[src/rtl/bisls_tx_pkg.sv]
// Shared definitions for the BISLS result transmitter: framing constants,
// status-byte layout and the frame sequencer state.
package bisls_tx_pkg;

  localparam logic [7:0] SYNC_BYTE   = 8'hA5;
  localparam int         FRAME_BYTES = 15;

  // Status byte layout; bits 3:2 are always zero.
  localparam int ST_ERR  = 7;
  localparam int ST_CNT  = 6;
  localparam int ST_DIAG = 5;
  localparam int ST_MED  = 4;
  localparam int ST_QUAD = 0;

  typedef enum logic {IDLE, SEND} tx_state_e;

  typedef struct packed {
    logic [7:0]  status;
    logic [31:0] p;
    logic [31:0] q;
    logic [31:0] r;
  } result_t;

  function automatic logic [7:0] status_byte(input logic err, input logic cnt,
                                             input logic diag, input logic med,
                                             input logic [1:0] quad);
    logic [7:0] s;
    s               = 8'h00;
    s[ST_ERR]       = err;
    s[ST_CNT]       = cnt;
    s[ST_DIAG]      = diag;
    s[ST_MED]       = med;
    s[ST_QUAD+:2]   = quad;
    return s;
  endfunction

endpackage

[src/rtl/bisls_result_tx_if.sv]
// Result handoff from the value assigner and the UART/status side of the transmitter.
interface bisls_result_tx_if;
  logic        Result_Ready;
  logic [31:0] P;
  logic [31:0] Q;
  logic [31:0] R;
  logic [1:0]  Quadrent;
  logic        Flag_ERR;
  logic        Flag_CNT;
  logic        Flag_DIAG;
  logic        Flag_MED;
  logic        TXD;
  logic        TX_Busy;
  logic        Frame_Done;
  logic        Overrun;

  modport master (output Result_Ready, P, Q, R, Quadrent, Flag_ERR, Flag_CNT, Flag_DIAG, Flag_MED,
                  input  TXD, TX_Busy, Frame_Done, Overrun);
  modport slave  (input  Result_Ready, P, Q, R, Quadrent, Flag_ERR, Flag_CNT, Flag_DIAG, Flag_MED,
                  output TXD, TX_Busy, Frame_Done, Overrun);
endinterface

[src/rtl/uart_tx_byte.sv]
// 8N1 byte serializer. A start accepted in the last stop-bit cycle (done) chains
// the next byte with no idle gap.
module uart_tx_byte #(
  parameter int CLKS_PER_BIT = 868
) (
  input  logic       clk,
  input  logic       rst_n,
  input  logic       start,
  input  logic [7:0] data,
  output logic       busy,
  output logic       done,
  output logic       txd
);

  localparam int CW = (CLKS_PER_BIT > 1) ? $clog2(CLKS_PER_BIT) : 1;

  logic [CW-1:0] baud_cnt;
  logic [3:0]    bit_idx;   // 0 start, 1..8 data, 9 stop
  logic [8:0]    shreg;     // remaining data bits with the stop bit behind them
  logic          bit_end;

  assign bit_end = (baud_cnt == CW'(CLKS_PER_BIT - 1));
  assign done    = busy & bit_end & (bit_idx == 4'd9);

  always_ff @(posedge clk or negedge rst_n) begin
    if (!rst_n) begin
      busy     <= 1'b0;
      txd      <= 1'b1;
      baud_cnt <= '0;
      bit_idx  <= 4'd0;
      shreg    <= '1;
    end else if (start && (!busy || done)) begin
      busy     <= 1'b1;
      txd      <= 1'b0;
      baud_cnt <= '0;
      bit_idx  <= 4'd0;
      shreg    <= {1'b1, data};
    end else if (busy) begin
      if (bit_end) begin
        baud_cnt <= '0;
        if (bit_idx == 4'd9) begin
          busy <= 1'b0;
          txd  <= 1'b1;
        end else begin
          bit_idx <= bit_idx + 4'd1;
          txd     <= shreg[0];
          shreg   <= {1'b1, shreg[8:1]};
        end
      end else begin
        baud_cnt <= baud_cnt + 1'b1;
      end
    end
  end

endmodule

[src/rtl/bisls_result_tx.sv]
// Captures one BISLS result on the rising edge of Result_Ready and sends it
// as a 15-byte SYNC/status/P/Q/R/checksum packet over 8N1 UART.
module bisls_result_tx
  import bisls_tx_pkg::*;
#(
  parameter int CLKS_PER_BIT = 868
) (
  input  logic             Gbl_CLK,
  input  logic             RST_EX_N,
  bisls_result_tx_if.slave bus
);

  tx_state_e    state;
  result_t      cap;
  logic [3:0]   byte_idx;
  logic [7:0]   csum;
  logic         rr_prev;
  logic         frame_done_q;
  logic         overrun_q;

  logic         rr_edge, last_done, accept, advance;
  logic [3:0]   next_idx, rev;
  logic [127:0] pqr;
  logic [7:0]   mux_byte;
  logic         ser_start, ser_busy, ser_done, ser_txd;
  logic [7:0]   ser_data;

  assign rr_edge   = bus.Result_Ready & ~rr_prev;
  assign last_done = (state == SEND) & ser_done & (byte_idx == 4'(FRAME_BYTES - 1));
  // A new edge landing on the final stop-bit cycle chains straight into the next frame.
  assign accept    = rr_edge & ((state == IDLE) | last_done);
  assign advance   = (state == SEND) & ser_done & ~last_done;
  assign next_idx  = byte_idx + 4'd1;
  assign ser_start = accept | advance;
  assign ser_data  = accept ? SYNC_BYTE : mux_byte;

  // Bytes 2..13 are P,Q,R MSB first; zero pad keeps every slice index in range.
  always_comb begin
    pqr      = {32'd0, cap.p, cap.q, cap.r};
    rev      = 4'd13 - next_idx;
    mux_byte = pqr[{rev, 3'b000} +: 8];
    if (next_idx == 4'd1)                        mux_byte = cap.status;
    else if (next_idx == 4'(FRAME_BYTES - 1))    mux_byte = csum;
  end

  always_ff @(posedge Gbl_CLK or negedge RST_EX_N) begin
    if (!RST_EX_N) begin
      state        <= IDLE;
      cap          <= '0;
      byte_idx     <= 4'd0;
      csum         <= 8'h00;
      rr_prev      <= 1'b0;
      frame_done_q <= 1'b0;
      overrun_q    <= 1'b0;
    end else begin
      rr_prev      <= bus.Result_Ready;
      frame_done_q <= last_done;
      if (rr_edge && !accept) overrun_q <= 1'b1;
      if (accept) begin
        cap      <= '{status: status_byte(bus.Flag_ERR, bus.Flag_CNT, bus.Flag_DIAG,
                                          bus.Flag_MED, bus.Quadrent),
                      p: bus.P, q: bus.Q, r: bus.R};
        byte_idx <= 4'd0;
        csum     <= 8'h00;
        state    <= SEND;
      end else if (last_done) begin
        byte_idx <= 4'd0;
        state    <= IDLE;
      end else if (advance) begin
        byte_idx <= next_idx;
        // Sum bytes 1..13 as they are handed off; the checksum byte itself is not added.
        if (next_idx != 4'(FRAME_BYTES - 1)) csum <= csum + ser_data;
      end
    end
  end

  uart_tx_byte #(.CLKS_PER_BIT(CLKS_PER_BIT)) u_ser (
    .clk   (Gbl_CLK),
    .rst_n (RST_EX_N),
    .start (ser_start),
    .data  (ser_data),
    .busy  (ser_busy),
    .done  (ser_done),
    .txd   (ser_txd)
  );

  assign bus.TXD        = ser_txd;
  assign bus.TX_Busy    = ser_busy;
  assign bus.Frame_Done = frame_done_q;
  assign bus.Overrun    = overrun_q;

endmodule

[src/flat_wrapper.sv]
// flat-port wrapper written by rule: the top's interface ports become plain ports
module bisls_result_tx_flat import bisls_tx_pkg::*;
#(
  parameter int CLKS_PER_BIT = 868
)
  (Gbl_CLK, RST_EX_N, bus_Result_Ready, bus_P, bus_Q, bus_R, bus_Quadrent, bus_Flag_ERR, bus_Flag_CNT, bus_Flag_DIAG, bus_Flag_MED, bus_TXD, bus_TX_Busy, bus_Frame_Done, bus_Overrun);
  bisls_result_tx_if bus_i ();
  input  logic Gbl_CLK;
  input  logic RST_EX_N;
  input wire logic [$bits(bus_i.Result_Ready)-1:0] bus_Result_Ready;
  input wire logic [$bits(bus_i.P)-1:0] bus_P;
  input wire logic [$bits(bus_i.Q)-1:0] bus_Q;
  input wire logic [$bits(bus_i.R)-1:0] bus_R;
  input wire logic [$bits(bus_i.Quadrent)-1:0] bus_Quadrent;
  input wire logic [$bits(bus_i.Flag_ERR)-1:0] bus_Flag_ERR;
  input wire logic [$bits(bus_i.Flag_CNT)-1:0] bus_Flag_CNT;
  input wire logic [$bits(bus_i.Flag_DIAG)-1:0] bus_Flag_DIAG;
  input wire logic [$bits(bus_i.Flag_MED)-1:0] bus_Flag_MED;
  output wire logic [$bits(bus_i.TXD)-1:0] bus_TXD;
  output wire logic [$bits(bus_i.TX_Busy)-1:0] bus_TX_Busy;
  output wire logic [$bits(bus_i.Frame_Done)-1:0] bus_Frame_Done;
  output wire logic [$bits(bus_i.Overrun)-1:0] bus_Overrun;
  assign bus_i.Result_Ready = bus_Result_Ready;
  assign bus_i.P = bus_P;
  assign bus_i.Q = bus_Q;
  assign bus_i.R = bus_R;
  assign bus_i.Quadrent = bus_Quadrent;
  assign bus_i.Flag_ERR = bus_Flag_ERR;
  assign bus_i.Flag_CNT = bus_Flag_CNT;
  assign bus_i.Flag_DIAG = bus_Flag_DIAG;
  assign bus_i.Flag_MED = bus_Flag_MED;
  assign bus_TXD = bus_i.TXD;
  assign bus_TX_Busy = bus_i.TX_Busy;
  assign bus_Frame_Done = bus_i.Frame_Done;
  assign bus_Overrun = bus_i.Overrun;
  bisls_result_tx #(.CLKS_PER_BIT(CLKS_PER_BIT)) u_core (.Gbl_CLK(Gbl_CLK), .RST_EX_N(RST_EX_N), .bus(bus_i));
endmodule
[config.mk]
export PLATFORM = sky130hd
export DESIGN_NAME = bisls_result_tx_flat
export DESIGN_NICKNAME = d
export VERILOG_FILES = /design/src/rtl/bisls_tx_pkg.sv /design/src/rtl/bisls_result_tx_if.sv /design/src/rtl/uart_tx_byte.sv /design/src/rtl/bisls_result_tx.sv /design/src/flat_wrapper.sv
export SDC_FILE = /design/constraint.sdc
export NUM_CORES = 1
export LEC_CHECK = 0
export ABC_AREA = 1
export CAP_MARGIN = 25
export CORE_UTILIZATION = 55
export DETAILED_ROUTE_END_ITERATION = 10
export PLACE_DENSITY = 0.83
export SLEW_MARGIN = 20
export SYNTH_ARGS = -nofsm -noshare
export SYNTH_HDL_FRONTEND = slang
export SYNTH_SLANG_ARGS = --single-unit
[constraint.sdc]
create_clock -name Gbl_CLK -period 6.05 [get_ports Gbl_CLK]
set_clock_uncertainty 0.2 [all_clocks]
set_input_delay 0.9075 -clock Gbl_CLK [delete_from_list [all_inputs] [get_ports Gbl_CLK]]
set_output_delay 0.9075 -clock Gbl_CLK [all_outputs]
set_load 0.02 [all_outputs]
==> results.md <==
* Vias in the first global route at 6,362
* DRC violations left at 0
* Ys flop type: dfrtp_1
* Post-Syn Area at 0.00726 mm²
* Max Cap Viol at 0
* Clock buffer depth at 2
* Synth area leaders: dfrtp_1 (46%), nand2_1 (23%), o21ai_0 (4.8%), nand3_1 (4.3%), dfstp_2 (3.3%)
* Critical path required time at 6.16 ns
* Share of layout cells above drive strength 1 at 0.0605
* Final slew viol count at 0
* Placed inst area at 0.00840 mm²
* Flop-to-flop setup slack at 1.61 ns
* Largest net degree at the start of global routing at 102
* Proportion of power drawn by flip-flops and latches at 0.439
* Row Count at 41
* First-pass GRT wire length at 29,900 µm
* Average size of a mapped cell at 7.46 µm²
* Clock share of power at 0.520
* Design area at 0.00904 mm²
* Root Driver: clkbuf_16
* PostCTS Resize Cnt at 0
* Core area at 0.0127 mm²
* Fill cells at 1,035
* Worst Path Arrival at 4.55 ns
* CTS tree: built
* Reg2Reg Depth at 21
* Flop and latch count out of synthesis at 142
* All-Layer GR Usage at 0.283
* Initial core utilization at 0.571
* Critical path's largest stage delay at 0.58 ns
* CP startpoint kind: flop
* Clk sinks at 142
* FMAX at 225 MHz
* Cts hold-fix bufs at 0
* Crit end category: flop
* Post-DRT Antenna Nets at 0
* IO Port Bufs at 108
* Post-synth ARST share at 1.00
* GPL Wtd Cong at 0.904
* Initial DRC count at 576
* Final period util at 0.733
* Top Ports at 109
* Setup crit start: u_core.byte_idx[0]
* Clock edge transition at the registers on the reported setup and hold paths at 0.06 ns
* Static Leak at 4.72 nW
* WHS Path Cells at 2
* Status: finished clean
* Antenna cells at 0
* Rel. slew slack at 0.355
* Crit Path Class: reg -> reg
* Tmin final at 4.44 ns
* Synth cell types at 37
* Share of the synthesized area in the top cell type at 0.458
* RSZ-0062 raised after global routing: false
* Hold Startpoint: u_core.u_ser.shreg[4]
* Die ar. at 0.0137 mm²
* Destination of the critical timing path: u_core.csum[6]
* Psw at 0.448 mW
* # Post-CTS Setup Buffers at 0
* Worst-Skew Late Latency at 0.43 ns
* Syn Inst Count at 973
* DRT Pass-1 Iters at 5
* Clock buffer count from CTS at 17
* Comb power frac at 0.041
* Largest area contributor in the netlist: dfrtp_1
* Count leader, synth: nand2_1
* Remaining global-route overflow at 0
* Final core occ at 0.711
* Switch share at 0.207
* Reg-to-Reg Start: u_core.byte_idx[0]
* HP Class: reg -> reg
* HPWL Detailed at 11,600 µm
* Worst r2r dst: u_core.csum[6]
* Total Wirelength at 17,600 µm
* Seq/Total Area, Yosys at 0.491
* Final Hold Vio Count at 0
* Worst hold slack at 0.269 ns
* Area grow syn2layout at 24.5%
* Die height at 117 µm
* Fin nets at 1,182
* Post-synth EDFFs at 0
* Die Span X at 117 µm
* Cell internal pwr at 1.72 mW
* CP Max Fanout at 60
* Setup TNS at 0 ns
* Worst path cell trace: buf_4, ha_1, xnor2_1, inv_1, ha_1, clkinv_1, nand2_1, nand2_1, nand2_1, nand3_1, nand2_1, nand2_1, ha_1, fa_1, nand3_1, nand2_1, nand2_1, nand2_1, a21oi_1, xor2_1, o21ai_0
* Worst-Margin Slew at 0.967 ns
* Synth cell count leaders: nand2_1 (453), dfrtp_1 (133), o21ai_0 (69)
* Vias per cell at 5.28
* CP dominant cell by count: nand2_1
* Synth Net Count at 1,094
* VDD IR max at 0.175 mV
* CTS H-tree depth at 4
* Avg WL per Cell at 14.2 µm
* Pwr dens at 240 mW/mm²
* Antenna violations before repair at 0
* CP max stage cell: ha_1
* YS warnings at 0
* Setup violators final at 0
* Routed vias at 6,575
[cell type report]
type,instances,area (µm²),area share
Sequential cell,142,3570,0.394
Multi-Input combinational cell,721,3240,0.359
Timing Repair Buffer,114,1130,0.125
Clock buffer,18,439,0.0486
Inverter,65,245,0.0271
Tap cell,172,215,0.0238
Clock inverter,14,203,0.0224
[critical path, delay by kind of cell (launching register included)]
family | cells | cell delay, ns
AOI/OAI and AO/OA | 2 | 0.27
xor gates and xnor gates | 2 | 0.32
adders and majority gates | 4 | 1.47
buffers and inverters | 3 | 0.88
DFF | 1 | 0.36
and+or+nand+nor | 10 | 0.81
[cells by family after synthesis]
| family | Yosys count | synth area share |
|---|---|---|
| buffers and inverters | 110 | 0.0624 |
| adder cells (fa/ha/maj) | 16 | 0.0286 |
| flip-flops | 142 | 0.491 |
| AO/OA/AOI/OAI | 110 | 0.0818 |
| AND/OR/NAND/NOR | 588 | 0.328 |
| XOR/XNOR | 7 | 0.00844 |
[worst min path at each step]
stage	endpoint	slack, ns
6_report	u_core.u_ser.shreg[4]	0.27
4_1_cts	u_core.u_ser.shreg[6]	0.27
2_1_floorplan	u_core.cap[13]	0.24
3_5_place_dp	u_core.cap[78]	0.26
5_1_grt	u_core.cap[78]	0.29
3_3_place_gp	u_core.u_ser.shreg[6]	0.26
[power groups by stage]
| stage | clock network [mW] | registers (mW) | logic [mW] |
|---|---|---|---|
| after floorplan | 0 | 0.968 | 0.000584 |
| after global placement | 0 | 0.968 | 0.0888 |
| after detailed placement | 0 | 0.968 | 0.0891 |
| after CTS | 1.14 | 0.950 | 0.0898 |
| after global routing | 1.18 | 0.950 | 0.0957 |
| final | 1.13 | 0.951 | 0.0882 |
[sequential cells by signal, indices dropped and copies added, names as in the netlist]
| name | cells |
|---|---|
| u_core.cap | 102 |
| u_core.byte_idx | 4 |
| u_core.csum | 8 |
| u_core.rr_prev | 1 |
| u_core.bus.Frame_Done | 1 |
| u_core.u_ser.busy | 1 |
| u_core.u_ser.baud_cnt | 10 |
| u_core.bus.Overrun | 1 |
| u_core.u_ser.txd | 1 |
| u_core.u_ser.shreg | 8 |
| u_core.u_ser.bit_idx | 4 |
| u_core.state | 1 |
[cells in the final DEF, fill, tap and decap left out, drive strengths merged, types with 15 or more instances in the layout]
master,instances
a21oi,21
nand3,65
dfrtp,133
ha,15
clkdlybuf4s50,107
inv,67
clkbuf,18
nor2,51
nand2,459
o21ai,69
[metrics by stage]
stage,instances,worst slack (ns),total power [mW]
final,1246,1.61,2.17
after global routing,1246,1.16,2.23
after CTS,1246,1.67,2.18
after detailed placement,1214,1.76,1.06
after global placement,1214,1.81,1.06
after floorplan,973,2.29,0.968
[per-layer routing]
layer  vias up  routed length (µm)  global-route usage
met3        23                1030              0.0613
met5         -                   0                   0
met1      3064                8030               0.383
li1       3253                   -                   -
met2       235                8260               0.458
met4         0                 302              0.0895
Power figures use the tool's default switching activity.
